[config.mk]
export PLATFORM = sky130hd
export DESIGN_NAME = axi4_master_arbiter
export DESIGN_NICKNAME = d
export VERILOG_FILES = /design/src/rtl/axi4_master_arbiter.sv
export SDC_FILE = /design/constraint.sdc
export NUM_CORES = 1
export LEC_CHECK = 0
export CELL_PAD_IN_SITES_DETAIL_PLACEMENT = 0
export CELL_PAD_IN_SITES_GLOBAL_PLACEMENT = 1
export CORE_MARGIN = 4
export CORE_UTILIZATION = 35
export DETAILED_ROUTE_END_ITERATION = 12
export DONT_BUFFER_PORTS = 1
export PLACE_DENSITY_LB_ADDON = 0.2
export SLEW_MARGIN = 20
export SYNTH_ARGS = -nofsm -noshare
export SYNTH_HDL_FRONTEND = slang
export SYNTH_SLANG_ARGS = --single-unit
[constraint.sdc]
create_clock -name clk -period 3.2 [get_ports clk]
set_input_delay 0.64 -clock clk [delete_from_list [all_inputs] [get_ports clk]]
set_output_delay 0.64 -clock clk [all_outputs]
set_load 0.005 [all_outputs]
[src/rtl/axi4_master_arbiter.sv]
// axi4_master_arbiter
//   Shares one slave memory port between N_REQ requesters. The winner is
//   picked round-robin, and its single-word read or write is driven onto the
//   slave pins as SETUP -> ENABLE -> RESP. Completion (and, for reads, the
//   data) goes back to that requester.
// Ports
//   clk, rst_n                     clock, async active-low reset
//   req/req_we/req_addr/req_wdata  per-requester request fields (packed)
//   gnt, done                      one-hot 1-cycle grant / completion pulses
//   rdata                          read data, updated on read completion only
//   busy                           high while a transfer is in flight
//   psel/penable/pwrite/paddr/pwdata/prdata  slave memory port
module axi4_master_arbiter #(
    parameter int N_REQ      = 4,
    parameter int ADDR_WIDTH = 8,
    parameter int DATA_WIDTH = 32
) (
    input  logic                        clk,
    input  logic                        rst_n,
    input  logic [N_REQ-1:0]            req,
    input  logic [N_REQ-1:0]            req_we,
    input  logic [N_REQ*ADDR_WIDTH-1:0] req_addr,
    input  logic [N_REQ*DATA_WIDTH-1:0] req_wdata,
    output logic [N_REQ-1:0]            gnt,
    output logic [N_REQ-1:0]            done,
    output logic [DATA_WIDTH-1:0]       rdata,
    output logic                        busy,
    output logic                        psel,
    output logic                        penable,
    output logic                        pwrite,
    output logic [ADDR_WIDTH-1:0]       paddr,
    output logic [DATA_WIDTH-1:0]       pwdata,
    input  logic [DATA_WIDTH-1:0]       prdata
);
    localparam int LW = (N_REQ > 1) ? $clog2(N_REQ) : 1;

    localparam logic [1:0] IDLE   = 2'd0;
    localparam logic [1:0] SETUP  = 2'd1;
    localparam logic [1:0] ENABLE = 2'd2;
    localparam logic [1:0] RESP   = 2'd3;

    typedef struct packed {
        logic [LW-1:0]         owner;
        logic                  we;
        logic [ADDR_WIDTH-1:0] addr;
        logic [DATA_WIDTH-1:0] wdata;
    } xfer_t;

    logic [1:0]                           state;
    logic [LW-1:0]                        last;
    xfer_t                                cur;
    logic [N_REQ-1:0][ADDR_WIDTH-1:0]     addr_a;
    logic [N_REQ-1:0][DATA_WIDTH-1:0]     wdata_a;
    logic [LW-1:0]                        win;
    logic                                 found;
    logic [N_REQ-1:0]                     win_oh;
    int                                   idx;

    assign addr_a  = req_addr;
    assign wdata_a = req_wdata;

    // Slave address/data/direction come straight from the latched transfer,
    // so they naturally hold through RESP and IDLE.
    assign pwrite = cur.we;
    assign paddr  = cur.addr;
    assign pwdata = cur.wdata;

    // Round-robin pick: first set req bit starting just after the last winner.
    always_comb begin
        win    = '0;
        found  = 1'b0;
        win_oh = '0;
        idx    = 0;
        for (int k = 0; k < N_REQ; k++) begin
            idx = int'(last) + 1 + k;
            if (idx >= N_REQ) idx = idx - N_REQ;
            if (!found && req[idx]) begin
                found = 1'b1;
                win   = LW'(idx);
            end
        end
        if (found) win_oh[win] = 1'b1;
    end

    always_ff @(posedge clk or negedge rst_n) begin
        if (!rst_n) begin
            state   <= IDLE;
            last    <= LW'(N_REQ - 1);
            cur     <= '0;
            gnt     <= '0;
            done    <= '0;
            rdata   <= '0;
            busy    <= 1'b0;
            psel    <= 1'b0;
            penable <= 1'b0;
        end else begin
            gnt  <= '0;
            done <= '0;
            case (state)
                IDLE, RESP: begin
                    if (state == RESP) begin
                        done[cur.owner] <= 1'b1;
                        if (!cur.we) rdata <= prdata;
                    end
                    // Arbitrating on the RESP edge too gives back-to-back
                    // transfers with no idle bubble.
                    if (found) begin
                        state     <= SETUP;
                        last      <= win;
                        cur.owner <= win;
                        cur.we    <= req_we[win];
                        cur.addr  <= addr_a[win];
                        cur.wdata <= wdata_a[win];
                        gnt       <= win_oh;
                        busy      <= 1'b1;
                        psel      <= 1'b1;
                        penable   <= 1'b0;
                    end else begin
                        state   <= IDLE;
                        busy    <= 1'b0;
                        psel    <= 1'b0;
                        penable <= 1'b0;
                    end
                end
                SETUP: begin
                    state   <= ENABLE;
                    penable <= 1'b1;
                end
                ENABLE: begin
                    state   <= RESP;
                    psel    <= 1'b0;
                    penable <= 1'b0;
                end
                default: state <= IDLE;
            endcase
        end
    end
endmodule

==> impl_metrics.tcl <==
set metrics [dict create \
    crit_path_start "last[0]" \
    fill_cells 1457 \
    final.period_utilization_pct 74.4 \
    grt_max_degree 89 \
    syn-num-nets 708 \
    final_cells 631 \
    die_w_um 131 \
    grtUsageTotal_pct 16.5 \
    diodes 0 \
    p_sw_share_pct 42.2 \
    antenna_found_initial 0 \
    synth_area_um2 5260 \
    finalHoldViolCount 0 \
    rr_startpoint "last[0]" \
    final_layout_size_suffix_gt1_share_pct 22.8 \
    p_int_uw 3650 \
    vias 3542 \
    ys.warnings.count 0 \
    post_cts.repair.setup_buffers 0 \
    io_pins 286 \
    syn_to_final_growth_pct 1.88 \
    gp_congestion 0.746 \
    start_util_pct 35.9 \
    synth_most_common_cell "dfrtp_1" \
    required_ps 3450 \
    clock_path_buffers 2 \
    die_h_um 131 \
    cap_violations 0 \
    pwr-share-comb_pct 47.8 \
    first_global_vias 3616 \
    cts_resized 0 \
    ys.flop_type "dfrtp_1" \
    coreArea_um2 14600 \
    slew_viol_final 0 \
    synthDominantCellAreaShare_pct 41.9 \
    ys_ff_latch 90 \
    synth_edf_count 0 \
    slew_headroom_pct 49.9 \
    ctsHtreeMaxLevel 3 \
    synthCells 501 \
    first_pass_iters 4 \
    synth_cell_types 36 \
    clk_pin_slew_ps 70 \
    dpl.cell_count 615 \
    grt_overflow 0 \
    fin_nets 650 \
    fmax_mhz 420 \
    grt_pass1_wl_mm 21.2 \
    pwr-share-seq_pct 35.4 \
    tns_ps 0 \
    fin_skew_ps 6.33 \
    rsz0062_at_grt "false" \
    cts.sink_count 90 \
    ctsHoldBuffers 1 \
    cp-start-kind "flip-flop" \
    crit_type "flip-flop to flip-flop" \
    dp.final_hpwl_mm 11.2 \
    period_needed_ps 2380 \
    clk_latency_ps 340 \
    ys_seq_area_share_pct 42.9 \
    synth_top_cell_by_area "dfrtp_1" \
    power.leakage_uw 0.00217 \
    p_switching_uw 2660 \
    worst_slew_pin_slew_ps 750 \
    syn_area_per_cell_um2 10.5 \
    ant_nets 0 \
    die-area_um2 17000 \
    drt_iter0_drc 132 \
    numCtsBuffers 9 \
    cts_tree "yes" \
    yosys-top-cells-count "88 x dfrtp_1, 78 x nand3_1, 66 x mux2_2" \
    port_buffers 0 \
    crit_path_end_kind "flip-flop" \
    wirelength_mm 14.9 \
    worst_ep_arrival_time_ps 2630 \
    peakVddDrop_mv 0.461 \
    powerDensity_nw_per_um2 1180 \
    std_cell_rows 44 \
    routedWlPerCell_um 23.7 \
    status "finished, final reports clean" \
    synth_area_leaders "dfrtp_1 42%, mux2_2 14%, mux2i_1 7.4%, nand3_1 7.4%, buf_4 7.1%" \
    drc_errors 0 \
    hold_path.class "input pin to async pin" \
    via_per_inst 5.61 \
    async_flop_share_pct 100 \
    p_clk_share_pct 16.8 \
    clockRootBuffer "clkbuf_16" \
    cp_max_fo 46 \
    setup_viol 0 \
]
==> state kept, by name, indices dropped and copies added, names as in the netlist <==
name	flops
pwrite	1
pwdata	32
paddr	8
cur	2
last	2
done	4
state	2
penable	1
rdata	32
psel	1
busy	1
gnt	4
==> placed cells by master, fill, tap and decap left out, drive strengths merged, types with 5 or more instances in the layout <==
| master | instances |
|---|---|
| buf | 11 |
| mux2i | 39 |
| clkbuf | 9 |
| ha | 5 |
| nor2 | 8 |
| o211ai | 39 |
| nand3 | 78 |
| nand2 | 54 |
| dfrtp | 88 |
| and3 | 5 |
| inv | 6 |
| mux2 | 71 |
==> per-layer routing <==
metal  share of wire (%)  GRT usage (%)  wire length [um]
met1                  37           19.0              5550
met2                  51           28.8              7590
met3                  11           6.06              1600
met4                 1.3           5.02               197
met5                   0              0                 0
==> critical path: stages, from the launching register on <==
cell and delay, ps:
dfstp_2 550, and2b_1 230, o21ai_1 180, o311a_4 480, buf_12 310, mux2_2 380, o211ai_1 90
==> logic make-up after synthesis <==
logic type	Yosys count	share of synthesized area [%]
buffers and inverters	84	11.3
DFF	90	42.9
muxes	110	22.6
and+or+nand+nor	158	14.3
AOI/OAI and AO/OA	54	7.69
adders and majority gates	5	1.19
==> final timing paths <==
check / cells past startpoint / endpoint / slack, ps
worst max-delay path: 6 / paddr[3] / 820
worst min-delay path: 0 / last[0] / 140
worst max register to register: 6 / paddr[3] / 820
worst min register to register: 2 / last[1] / 490
max in group asynchronous: 1 / pwdata[16] / 2630
min in group clk: 1 / rdata[26] / 450
==> power groups by stage <==
stage	Clock, uW	Combinational (uW)	Sequential (uW)
final	1060	3010	2240
after global routing	1150	3360	2330
after CTS	1090	3090	2260
after detailed placement	0	3060	2280
after global placement	0	2980	2280
after floorplan	0	2930	2020
==> per-stage QoR <==
stage | area [um^2] | utilization (%) | setup slack [ps] | hold WS (ps) | total power (uW)
after global placement | 5040 | 34.4 | 827 | 348 | 5260
after detailed placement | 5040 | 34.4 | 753 | 348 | 5340
after CTS | 5360 | 36.6 | 807 | 122 | 6450
after floorplan | 5260 | - | 1290 | 344 | 4960
after global routing | 5360 | 36.6 | 694 | 116 | 6840
final | 5360 | 36.6 | 821 | 136 | 6310
==> area by class of cell <==
cell class / instances / area [um^2] / share of cell area [%]
clock inverter: 6 / 65.1 / 1.21
inverter: 4 / 15.0 / 0.280
clock buffer: 9 / 225 / 4.20
timing repair buffer: 11 / 128 / 2.38
tap: 184 / 230 / 4.30
sequential: 90 / 2250 / 42.1
multi-input combinational: 327 / 2440 / 45.5
No activity file was read; power rests on OpenSTA's default activity.
